`config.mk`:
```
export PLATFORM = sky130hd
export DESIGN_NAME = lsu
export DESIGN_NICKNAME = d
export VERILOG_FILES = /design/src/rtl/lsu.sv
export SDC_FILE = /design/constraint.sdc
export NUM_CORES = 1
export LEC_CHECK = 0
export CORE_MARGIN = 3
export CORE_UTILIZATION = 39
export CTS_CLUSTER_SIZE = 24
export DETAILED_ROUTE_END_ITERATION = 10
export PLACE_DENSITY = 0.87
export REMOVE_ABC_BUFFERS = 1
export SETUP_SLACK_MARGIN = 0.3
export SLEW_MARGIN = 15
export SYNTH_ARGS = -nofsm -noshare
export SYNTH_HDL_FRONTEND = slang
export SYNTH_SLANG_ARGS = --single-unit
```
`constraint.sdc`:
```
create_clock -name clk -period 2.01 [get_ports clk]
set_clock_uncertainty 0.2 [all_clocks]
set_input_delay 0.201 -clock clk [delete_from_list [all_inputs] [get_ports clk]]
set_output_delay 0.201 -clock clk [all_outputs]
set_load 0.1 [all_outputs]
```
`src/rtl/lsu.sv`:
```
// Load/store unit between the execute stage and the data port of ram.
// Takes one request at a time over a valid/ready handshake. It checks funct3
// and alignment, drives ram's d_addr/d_in/d_size/w_en for one ISSUE cycle,
// and returns a one-cycle response. Load data is sign- or zero-extended.
//
// Ports:
//   clk, reset              sole clock; synchronous active-high reset
//   req_valid/req_ready     request handshake (accepted only in IDLE)
//   req_we, req_funct3      store/load select and RISC-V funct3
//   req_addr, req_wdata     byte address and right-justified store data
//   resp_valid/rdata/err    one-cycle response strobe, load data, error flag
//   d_addr/d_in/d_size/w_en ram data port, nonzero only during ISSUE
//   d_out                   ram read data, valid the cycle after d_addr
module lsu #(
  parameter int unsigned ADDR_W = 14
) (
  input  logic              clk,
  input  logic              reset,
  input  logic              req_valid,
  output logic              req_ready,
  input  logic              req_we,
  input  logic [2:0]        req_funct3,
  input  logic [ADDR_W-1:0] req_addr,
  input  logic [31:0]       req_wdata,
  output logic              resp_valid,
  output logic [31:0]       resp_rdata,
  output logic              resp_err,
  output logic [ADDR_W-1:0] d_addr,
  output logic [31:0]       d_in,
  output logic [1:0]        d_size,
  output logic              w_en,
  input  logic [31:0]       d_out
);

  typedef enum logic [1:0] {StIdle, StIssue, StWait, StResp} state_e;

  state_e            state_q, state_d;
  logic              we_q, we_d;
  logic [2:0]        funct3_q, funct3_d;
  logic [ADDR_W-1:0] addr_q, addr_d;
  logic [31:0]       wdata_q, wdata_d;
  logic [31:0]       rdata_q, rdata_d;
  logic              err_q, err_d;

  logic              req_illegal;
  logic              req_misalign;
  logic              issue;
  logic [31:0]       wdata_masked;

  // Decode of the incoming request; only consulted in IDLE.
  always_comb begin
    if (req_we) begin
      req_illegal = (req_funct3 >= 3'd3);
    end else begin
      req_illegal = (req_funct3 == 3'b011) || (req_funct3[2:1] == 2'b11);
    end
    req_misalign = ((req_funct3[1:0] == 2'b01) && req_addr[0]) ||
                   ((req_funct3[1:0] == 2'b10) && (req_addr[1:0] != 2'b00));
  end

  always_comb begin
    state_d  = state_q;
    we_d     = we_q;
    funct3_d = funct3_q;
    addr_d   = addr_q;
    wdata_d  = wdata_q;
    rdata_d  = rdata_q;
    err_d    = err_q;
    unique case (state_q)
      StIdle: begin
        if (req_valid) begin
          we_d     = req_we;
          funct3_d = req_funct3;
          addr_d   = req_addr;
          wdata_d  = req_wdata;
          rdata_d  = 32'd0;
          if (req_illegal || req_misalign) begin
            err_d   = 1'b1;
            state_d = StResp;
          end else begin
            err_d   = 1'b0;
            state_d = StIssue;
          end
        end
      end
      StIssue: begin
        state_d = we_q ? StResp : StWait;
      end
      StWait: begin
        unique case (funct3_q)
          3'b000:  rdata_d = {{24{d_out[7]}}, d_out[7:0]};
          3'b001:  rdata_d = {{16{d_out[15]}}, d_out[15:0]};
          3'b010:  rdata_d = d_out;
          3'b100:  rdata_d = {24'd0, d_out[7:0]};
          3'b101:  rdata_d = {16'd0, d_out[15:0]};
          default: rdata_d = 32'd0;
        endcase
        state_d = StResp;
      end
      StResp: begin
        state_d = StIdle;
      end
      default: begin
        state_d = StIdle;
      end
    endcase
  end

  always_ff @(posedge clk) begin
    if (reset) begin
      state_q  <= StIdle;
      we_q     <= 1'b0;
      funct3_q <= 3'd0;
      addr_q   <= '0;
      wdata_q  <= 32'd0;
      rdata_q  <= 32'd0;
      err_q    <= 1'b0;
    end else begin
      state_q  <= state_d;
      we_q     <= we_d;
      funct3_q <= funct3_d;
      addr_q   <= addr_d;
      wdata_q  <= wdata_d;
      rdata_q  <= rdata_d;
      err_q    <= err_d;
    end
  end

  // All outputs are gated by reset so a reset edge never commits a write or
  // accepts a request, even when it lands mid-ISSUE.
  always_comb begin
    unique case (funct3_q[1:0])
      2'b00:   wdata_masked = {24'd0, wdata_q[7:0]};
      2'b01:   wdata_masked = {16'd0, wdata_q[15:0]};
      default: wdata_masked = wdata_q;
    endcase
    issue      = (state_q == StIssue) && !reset;
    req_ready  = (state_q == StIdle) && !reset;
    resp_valid = (state_q == StResp) && !reset;
    resp_rdata = resp_valid ? rdata_q : 32'd0;
    resp_err   = resp_valid && err_q;
    d_addr     = issue ? addr_q : '0;
    d_size     = issue ? funct3_q[1:0] : 2'd0;
    d_in       = issue ? wdata_masked : 32'd0;
    w_en       = issue && we_q;
  end

endmodule

```
**Word-level counts from Yosys, hierarchy flattened**

Cells that the tools add are included.

- Magnitude comparators: 1
- Equality and inequality tests: 13
- Multiplexer cells: 14
- Reduce and logical (&&, ||, !) cells: 18

Operator list:

| operator | number |
|---|---|
| $pmux W32 S5 | 1 |
| $pmux W32 S2 | 2 |
| $mux W32 | 3 |
| $mux W14 | 1 |
| $eq A2 B2 Y1 const B | 4 |
| $pmux W2 S4 | 1 |
| $logic_and A1 B1 Y1 | 7 |
| $eq A2 B1 Y1 const B | 3 |
| $eq A3 B2 Y1 const B | 2 |
| $eq A3 B3 Y1 const B | 2 |
| $mux W2 | 3 |
| $logic_not A2 Y1 | 2 |
| $reduce_and A2 Y1 | 2 |
| $reduce_bool A2 Y1 | 2 |
| $eq A3 B1 Y1 const B | 1 |
| $ge A3 B2 Y1 const B | 1 |
| $logic_not A3 Y1 | 1 |
| $logic_or A1 B1 Y1 | 3 |
| $mux W1 | 3 |
| $ne A2 B2 Y1 const B | 1 |
| $logic_not A1 Y1 | 1 |

- Register bits: 85
- Logic and storage cells: 53

**Logic depth before layout (Yosys ltp)**

Gate-level depths: netlist (run 1).

- Word-level depth: 7
- Mapped depth: 8
- Gate-level depth less buffers: 5

**Worst setup path before layout (run 1)**

Ideal clock, no wire load.

- Path type: register -> output
- From: register state_q[0]
- To: output resp_rdata[22]
- Data arrival time: 2640 ps
- Setup slack: -1031 ps
- Cell stages (with the launch flop): 5
- Path buffers: 1
- Cell sequence: dfxtp_1 ha_1 nor2b_1 clkbuf_1 and2_1

- Cells in the longest elaborated chain, start to end: 3

Ends and longest elaborated chain:

| item | RTL line | source |
|---|---|---|
| from (decl) | 37 | `state_e state_q, state_d;` |
| from (signal assigned) | 111 | `state_q <= StIdle;` |
| from (signal assigned) | 119 | `state_q <= state_d;` |
| $eq A2 B2 Y1 | 139 | `resp_valid = (state_q == StResp) && !reset;` |
| $logic_and A1 B1 Y1 | 139 |  |
| named net resp_valid | 25 | `output logic resp_valid,` |
| $mux W32 | 140 | `resp_rdata = resp_valid ? rdata_q : 32'd0;` |
| to (decl) | 26 | `output logic [31:0] resp_rdata,` |

The timed path passes the listed nets, and every way through them passes these cells.

**Worst setup path in the final report (run 1)**

- From: register state_q[0]
- To: output d_in[8]

- Cells in the longest elaborated chain, start to end: 3

Ends and longest elaborated chain:

| item | RTL line | source |
|---|---|---|
| $eq A2 B1 Y1 | 137 | `issue = (state_q == StIssue) && !reset;` |
| $logic_and A1 B1 Y1 | 137 |  |
| $mux W32 | 144 | `d_in = issue ? wdata_masked : 32'd0;` |
| to (decl) | 29 | `output logic [31:0] d_in,` |

Every way passes these cells.

==> results.tsv, run 1 <==
stage	metric	value	unit
clocking	Longest Clk Path Bufs	2	
synthesis	Async S/R FF share, synth	0	%
drt	post-route ant nets	0	
synthesis	post-synthesis compound-gate area fraction	18.0	%
status	status	complete, but fails checks	
power	Leak	0.00341	µW
cells_and_area	Multi-input gate area	3100	µm²
sta	final worst path period need	2.26	ns
placement	PortBufs	168	
global_route	initial antenna violation count	0	
sta	fmax	442	MHz
clocking	CTS tree	done	
synthesis	Syn Area/Cell	8.20	µm²
cells_and_area	Final Cell Area	8580	µm²
synthesis	top_reg_cell synth	dfxtp_1	
cells_and_area	share of cells above drive strength 1	55.3	%
floorplanning	die width	108	µm
clocking	Clock Latency Late Sink	0.37	ns
global_route	GR Overflow Total	0	
power	Worst VDD drop	0.565	mV
clocking	H-Tree Depth	3	
floorplanning	Die Height	108	µm
sta	slew of the pin with the lowest slew margin	0.640	ns
global_route	largest net degree at the start of global routing	40	
global_route	GR Util All Layers	25.4	%
synthesis	adder-cell share of the synthesized area	1.23	%
cells_and_area	antenna cell count	0	
floorplanning	Initial Util	40.8	%
drt	Initial DRC Count	242	
critical_path	Req. time, crit path	1.61	ns
placement	pre-CTS WS	-0.202	ns
cells_and_area	Util after Layout	86.1	%
global_route	first-pass GRT wire length	23300	µm
synthesis	mux cell area share after synthesis	6.47	%
synthesis	Post-synth EDFFs	0	
clocking	CTS Sinks	85	
clocking	clk slew on worst S/H paths	0.10	ns
drt	vias per cell	5.66	
placement	placed instance area	6750	µm²
placement	routability cong.	0.790	
cells_and_area	Fill cells	426	
critical_path	CP Buf/Inv Count	3	
critical_path	worst path arrival time	1.86	ns
synthesis	Yosys Warn Count	0	
drt	routed len/inst	23.1	µm
sta	Period Utilization, post-route	113	%
clocking	clock buffer count from CTS	9	
clocking	Root Buffer Master	clkbuf_8	
placement	Final HPWL DP	9370	µm
synthesis	Synth Instances	495	
clocking	hold_buf cts	0	
critical_path	crit-path cells	buf_6, ha_4, nor2b_4, buf_12, o21a_4, and2_4, buf_12	
worst_hold_path	worst hold path type	input pin to flop	
critical_path	Crit path largest cell delay	0.36	ns
critical_path	Worst path slowest cell	dfxtp_2	
critical_path	worst setup path class	flop to output port	
run	number of max-cap violations	0	
synthesis	Syn Std Cell Area	4060	µm²
sta	Setup WS post-layout	-0.254	ns
synthesis	Synth Area in Simple Gates	26.7	%
sta	setup TNS	-17.78	ns
sta	fin. max-slew vios	0	
drt	DRT Pass-1 Iters	5	
critical_path	cell mode on critical path	buf_12	
sta	Worst slew margin	57.3	%
synthesis	Synth Area in XOR/XNOR	0	%
sta	final hold violation count	0	
synthesis	FF+latch count, synth	85	
floorplanning	die footprint	11700	µm²
critical_path	CP Capture Type	output port	
cells_and_area	Seq. cell area	1710	µm²
global_route	vias in the first global route	4490	
critical_path	Crit Path Max Fanout	8	
critical_path	Worst setup SP type	flop	
sta	RSZ-0062 raised after global routing	yes	
power	PD cells	912	nW/µm²
cells_and_area	Layout Nets	776	
cells_and_area	final non-filler cell total	825	
critical_path	Top Family by Delay on Critical Path	buffers and inverters	
synthesis	largest family of logic cells by synthesized area	simple AND/OR/NAND/NOR gates	
placement	Placed Cells	775	
floorplanning	site row count	36	
synthesis	library cells used by synthesis	33	
sta	count of final setup violators	107	
drt	final wirelength	19000	µm
floorplanning	I/O pin cnt	169	
synthesis	post-synthesis sequential area ratio	41.9	%
drt	via count	4668	
cells_and_area	area grow syn2layout	111	%
drt	number of remaining DRC errors	0	
floorplanning	Core Area	9950	µm²
status	failing checks	negative setup slack	
## cells in the mapped netlist (2+ instances only)
cell | count | area share [%]
nand4_1 | 8 | 1.2
buf_6 | 5 | 1.4
mux2i_1 | 24 | 5.9
a22o_1 | 24 | 5.2
o21ai_0 | 17 | 2.1
nor2b_1 | 5 | 0.77
buf_2 | 7 | 0.86
and3_1 | 16 | 2.5
buf_1 | 4 | 0.37
and2_1 | 67 | 10
or2_2 | 2 | 0.31
nand2b_1 | 2 | 0.31
o21a_1 | 3 | 0.55
dfxtp_1 | 85 | 42
o2bb2ai_1 | 7 | 1.5
inv_1 | 3 | 0.28
ha_1 | 4 | 1.2
a21oi_1 | 60 | 7.4
a31oi_1 | 2 | 0.31
nand2_1 | 111 | 10
clkbuf_1 | 27 | 2.5
## worst register-to-register path, delay by kind of cell (launching register included)
family / cells / cell delay, ns
and+or+nand+nor: 1 / 0.53
DFF: 1 / 0.34
AOI/OAI and AO/OA: 1 / 0.28
buffers and inverters: 3 / 0.27
muxes: 1 / 0.23
adders and majority gates: 1 / 0.15
## path summary, 6_finish.rpt
kind,startpoint,to,slack (ns),cells after the start
setup / recovery,state_q[0],d_in[8],-0.25,7
hold / removal,reset,rdata_q[7],0.08,2
setup reg to reg,state_q[0],rdata_q[10],-0.06,7
hold reg to reg,rdata_q[4],rdata_q[4],0.26,2
## kinds of logic (layout without fill, tap and decap cells)
family | count (synthesis) | count (layout)
multiplexers | 25 | 25
AO/OA/AOI/OAI | 118 | 118
flip-flops | 85 | 85
adder cells (fa/ha/maj) | 4 | 4
AND/OR/NAND/NOR | 215 | 216
buffers and inverters | 48 | 244
## layout make-up
type	instances	area share (%)
clock inverter	7	0.671
timing repair buffer	225	39.7
inverter	3	0.160
clock buffer	9	1.44
tap	133	1.94
multi-input combinational	363	36.2
sequential	85	19.9
## report_power, final
part | switching [µW] | internal (µW) | leakage [µW]
Sequential | 264 | 1990 | 0.000695
Clock | 729 | 467 | 0.0000881
Combinational | 2300 | 2070 | 0.00263
## state kept, by name, summed over array words and instances, names as in the netlist
signal,count
addr_q,14
we_q,1
funct3_q,3
state_q,2
rdata_q,32
wdata_q,32
err_q,1
## routing by layer
metal	up-vias	part of all wire, %	GRT usage, %
li1	2072	-	-
met1	2268	35	27.7
met2	259	54	45.0
met3	69	7.7	8.54
met4	0	4.0	10.4
met5	-	0	0
## cell usage in the layout (no fill, tap or decap), types with 2 or more instances in the layout
master,Yosys,routed
buf_12,0,91
nand2_4,0,51
a22o_1,24,24
nand2_1,111,37
or2_2,2,2
clkbuf_8,0,9
and2_4,0,68
buf_16,0,8
mux2i_1,24,24
buf_4,1,18
nand4_1,8,8
buf_6,5,13
buf_8,0,3
a21oi_1,60,16
clkbuf_16,0,8
dfxtp_2,0,3
dfxtp_1,85,82
a31oi_1,2,2
nor2b_4,0,4
clkinvlp_4,0,2
and3_4,0,16
nand2_2,0,22
ha_4,0,2
inv_2,0,2
o21ai_0,17,17
o21a_1,3,2
inv_6,0,2
nand2b_2,0,2
clkdlybuf4s50_1,0,83
a21oi_2,0,44
o2bb2ai_1,7,7
## timing repair
action,CTS,global route
endpoints found under the setup margin,153,169
pin swaps,49,104
cloned,8,9
gates resized for setup,140,174
buffers inserted,9,8
## metrics by stage
stage	power, µW	hold slack [ns]
6_report	7820	0.0801
5_1_grt	8090	0.0802
4_1_cts	6550	0.0623
3_5_place_dp	4540	0.242
3_3_place_gp	4430	0.235
2_1_floorplan	3500	0.0701
Power figures use the tool's default switching activity.
==> inputs of run 2 (changes only) <==
- ABC_AREA: not set -> 1
- clock period: 2.01 -> 2 ns (I/O delays scaled with it)
==> results.tsv, run 2 <==
stage	metric	value	unit	change
synthesis	Syn Std Cell Area	4070	µm²	+0.18%
synthesis	mux cell area share after synthesis	0	%	-6.5 points
status	Err	[ERROR GRT-0232] Routing congestion too high. Check the congestion heatmap in the GUI.		
floorplanning	site row count	36		unchanged
sta	Worst EP kind	primary output		
placement	routability cong.	0.798		+0.95%
synthesis	library cells used by synthesis	27		-18%
global_route	initial antenna violation count	2		
synthesis	Yosys Warn Count	0		unchanged
synthesis	largest cells by area after synthesis	dfxtp_1, nor2_1, nand2_1		
synthesis	Async S/R FF share, synth	0	%	unchanged
global_route	GR Overflow Total	602		
clocking	clock buffer count from CTS	9		unchanged
synthesis	largest family of logic cells by synthesized area	simple AND/OR/NAND/NOR gates		
synthesis	Synth Area in XOR/XNOR	0	%	unchanged
clocking	H-Tree Depth	3		unchanged
global_route	largest net degree at the start of global routing	51		
floorplanning	Die Height	108	µm	about the same
synthesis	Synth area leader	dfxtp_1		
synthesis	adder-cell share of the synthesized area	1.23	%	-0.0023 points
synthesis	Synth Instances	606		+22%
floorplanning	die width	108	µm	about the same
clocking	Longest Clk Path Bufs	2		unchanged
synthesis	post-synthesis sequential area ratio	41.8	%	-0.077 points
status	status	did not finish		
clocking	Root Buffer Master	clkbuf_8		
status	Failed at	5_1_grt		
synthesis	list of most frequent post-synthesis cells	nor2_1, nand2_1, dfxtp_1		
synthesis	count leader, synth	nor2_1		
synthesis	FF+latch count, synth	85		unchanged
global_route	GR Util All Layers	86.6	%	
synthesis	Synth Area in Simple Gates	29.3	%	+2.6 points
clocking	CTS Sinks	85		unchanged
synthesis	post-synthesis compound-gate area fraction	15.5	%	-2.4 points
sta	critical endpoint after global-route timing repair	d_in[3]		
synthesis	Post-synth EDFFs	0		unchanged
placement	PortBufs	168		unchanged
floorplanning	Initial Util	40.9	%	+0.075 points
synthesis	share of the synthesized area in the top cell type	41.8	%	-0.077 points
placement	Final HPWL DP	9280	µm	-1.0%
synthesis	Syn Area/Cell	6.71	µm²	-18%
floorplanning	I/O pin cnt	169		unchanged
synthesis	top_reg_cell synth	dfxtp_1		
[run 2: changes by cell type after synthesis, moves of 34 or more]
cell	change
o21ai_0	+34
nor2_1	+133
nand3_1	+42
inv_1	+65
and2_1	-67
[run 2: through the flow]
| stage | area [µm²] | hold WS (ns) | setup slack, ns | instances | util [%] |
|---|---|---|---|---|---|
| after CTS | 8640 | 0.0923 | -0.109 | 936 | 86.8 |
| after global placement | 6730 | 0.239 | 0.159 | 882 | 67.6 |
| after floorplan | 3840 | 0.0624 | -1.24 | 564 | - |
| after detailed placement | 6730 | 0.244 | 0.0615 | 882 | 67.6 |
[run 2: cells by family after synthesis]
family	Yosys count
fa+ha+maj	4
flops	85
simple gates	288
buf+inv	113
compound gates	116
[run 2: per-layer routing]
metal / GRT overflow / track usage, %
met5: 0 / 14.7
met4: 201 / 104
met3: 2 / 63.2
met2: 399 / 112
met1: 0 / 78.7
[run 2: timing repair]
action,4_1_cts
buffers inserted,19
endpoints found under the setup margin,156
gates cloned,18
pin swaps,29
resized for setup,309
hold buffers,1
hold endpoints to repair,1
==> inputs of run 3 (changes only) <==
- CORE_UTILIZATION: 39 -> 40
- CTS_CLUSTER_SIZE: 24 -> not set
- PLACE_DENSITY: 0.87 -> not set
- PLACE_DENSITY_LB_ADDON: not set -> 0.15
- SETUP_SLACK_MARGIN: 0.3 -> not set
- clock period: 2 -> 2.6 ns (I/O delays scaled with it)
==> results.tsv, run 3 <==
stage	metric	value	unit	change
synthesis	share of the synthesized area in the top cell type	41.8	%	unchanged
floorplanning	site row count	36		unchanged
worst_hold_path	hold depth	2		
sta	setup TNS	0	ns	
placement	pre-CTS WS	0.344	ns	+0.283 ns
critical_path	cell mode on critical path	inv_1		
drt	Initial DRC Count	177		
critical_path	CP Buf/Inv Count	5		
status	status	completed		
synthesis	Post-synth EDFFs	0		unchanged
clocking	Longest Clk Path Bufs	2		unchanged
synthesis	count leader, synth	nor2_1		
critical_path	Reg-to-Reg Start	state_q[0]		
synthesis	Yosys Warn Count	0		unchanged
floorplanning	Initial Util	41.4	%	+0.56 points
synthesis	post-synthesis sequential area ratio	41.8	%	unchanged
clocking	clock buffer count from CTS	9		unchanged
critical_path	Worst path slowest cell	dfxtp_1		
sta	RSZ-0062 raised after global routing	no		
power	PD cells	684	nW/µm²	
synthesis	Synth area leader	dfxtp_1		
drt	final wirelength	11600	µm	
clocking	Clock Latency Late Sink	0.35	ns	
critical_path	Crit Path Max Fanout	49		
synthesis	library cells used by synthesis	27		unchanged
critical_path	Worst setup SP type	flop		
placement	PortBufs	168		unchanged
cells_and_area	commonest non-fill, non-tap cells in the layout	nor2_1, nand2_1, dfxtp_1		
clocking	Root Buffer Master	clkbuf_8		
sta	Worst slew margin	44.3	%	
placement	Final HPWL DP	8000	µm	-14%
global_route	initial antenna violation count	0		
cells_and_area	most common cell after layout, fill and taps aside	nor2_1		
drt	via count	4215		
critical_path	worst path arrival time	1.90	ns	
critical_path	worst r2r dst	err_q		
clocking	Setup Fix Bufs, Post-CTS	0		-19
drt	routed len/inst	13.1	µm	
floorplanning	die width	107	µm	-1.2%
clocking	CTS Sinks	85		unchanged
cells_and_area	Layout Nets	840		
sta	final worst path period need	2.36	ns	
sta	slew of the pin with the lowest slew margin	0.833	ns	
synthesis	largest cells by area after synthesis	dfxtp_1, nor2_1, nand2_1		
global_route	vias in the first global route	3977		
worst_hold_path	worst hold path type	flop to flop		
sta	Period Utilization, post-route	90.7	%	
synthesis	FF+latch count, synth	85		unchanged
synthesis	top_reg_cell synth	dfxtp_1		
drt	post-route ant nets	0		
clocking	clk slew on worst S/H paths	0.09	ns	
sta	count of final setup violators	0		
global_route	busiest grt layer	met2		
power	Leak	0.00254	µW	
sta	final hold violation count	0		
global_route	met1 Usage GRT	23.9	%	
floorplanning	Die Height	107	µm	-1.2%
drt	DRT Pass-1 Iters	4		
clocking	CTS tree	done		
cells_and_area	Multi-input gate area	1890	µm²	
worst_hold_path	Hold EP	addr_q[12]		
sta	Setup WS post-layout	0.241	ns	
run	number of max-cap violations	0		
global_route	largest net degree at the start of global routing	76		
critical_path	worst setup path class	flop to output port		
global_route	first-pass GRT wire length	18800	µm	
cells_and_area	area grow syn2layout	67.8	%	
cells_and_area	share of cells above drive strength 1	17.7	%	
clocking	H-Tree Depth	3		unchanged
critical_path	FF-to-FF path depth	6		
global_route	met2 GRT Util	33.6	%	
synthesis	Syn Area/Cell	6.71	µm²	unchanged
drt	number of remaining DRC errors	0		
critical_path	Top Family by Delay on Critical Path	buffers and inverters		
synthesis	Synth Instances	606		unchanged
drt	vias per cell	4.75		
floorplanning	die footprint	11400	µm²	
cells_and_area	Largest regs	rdata_q (32), wdata_q (32), addr_q (14)		
placement	routability cong.	0.781		-2.1%
synthesis	Async S/R FF share, synth	0	%	unchanged
critical_path	crit-path cells	inv_1, ha_1, inv_1, nor2_1, inv_1, buf_6, nor2_1, buf_12		
floorplanning	I/O pin cnt	169		unchanged
sta	fin. max-slew vios	0		
synthesis	Syn Std Cell Area	4070	µm²	unchanged
cells_and_area	antenna cell count	0		
global_route	GR Overflow Total	0		
critical_path	R2R setup slack	0.35	ns	
sta	fmax	424	MHz	
critical_path	Req. time, crit path	2.14	ns	
synthesis	list of most frequent post-synthesis cells	nor2_1, nand2_1, dfxtp_1		
critical_path	CP Capture Type	output port		
cells_and_area	Fill cells	806		
cells_and_area	Seq. cell area	1700	µm²	
critical_path	Crit path largest cell delay	0.39	ns	
power	Worst VDD drop	0.380	mV	
global_route	GR Util All Layers	20.3	%	
floorplanning	Core Area	9820	µm²	
worst_hold_path	hold_sp	addr_q[12]		
power	Tot Pwr	4670	µW	
global_route	grt met3 use	8.91	%	
==> run 3: power breakdown <==
group / switching, µW / total, µW / leakage (µW) / internal [µW]
Sequential: 127 / 1690 / 0.000697 / 1560
Clock: 469 / 1100 / 0.000110 / 635
Combinational: 1260 / 1880 / 0.00173 / 617
==> run 3: cell type report <==
class | instances | share of cell area [%]
timing repair buffer | 176 | 37.7
inverter | 71 | 3.94
sequential | 85 | 24.9
clock buffer | 11 | 1.92
clock inverter | 4 | 1.43
tap | 133 | 2.44
multi-input combinational | 408 | 27.7
==> run 3: cell families (layout without fill, tap and decap cells) <==
group,after synthesis,in the layout,synth area share [%]
adders and majority gates,4,4,1.23
DFF,85,85,41.8
and+or+nand+nor,288,288,29.3
buffers and inverters,113,262,12.1
AOI/OAI and AO/OA,116,116,15.5
==> run 3: metrics by stage <==
stage | hold slack (ns) | util, % | cells | instance area [µm²]
6_report | 0.255 | 69.5 | 888 | 6830
5_1_grt | 0.269 | 69.5 | 888 | 6830
4_1_cts | 0.257 | 69.5 | 888 | 6820
3_5_place_dp | 0.243 | 67.0 | 872 | 6580
3_3_place_gp | 0.239 | 67.0 | 872 | 6580
2_1_floorplan | 0.122 | - | 564 | 3840
==> run 3: tightest hold or removal path, cell delays in order (launching register included) <==
cell     delay, ns
dfxtp_1       0.31
inv_1         0.06
a21oi_1       0.05
==> run 3: how the worst max path moves through the flow <==
stage,from,cells after the start,end
final,state_q[1],8,d_size[0]
after global routing,state_q[1],8,d_size[0]
after CTS,state_q[1],8,d_size[0]
after detailed placement,state_q[0],6,err_q
after global placement,state_q[0],5,rdata_q[2]
after floorplan,reset,3,resp_err
==> run 3: layer usage <==
metal  wire (µm)  up-vias
li1            -     2167
met1        4740     1871
met2        5460      165
met3        1260       12
met4         152        0
met5           0        -
==> run 3: timing repair <==
| action | in CTS | in global routing |
|---|---|---|
| resized for setup | 0 | 1 |
| hold buffers | 1 | 0 |
| endpoints found under the hold margin | 3 | 0 |
| endpoints found under the setup margin | 0 | 45 |
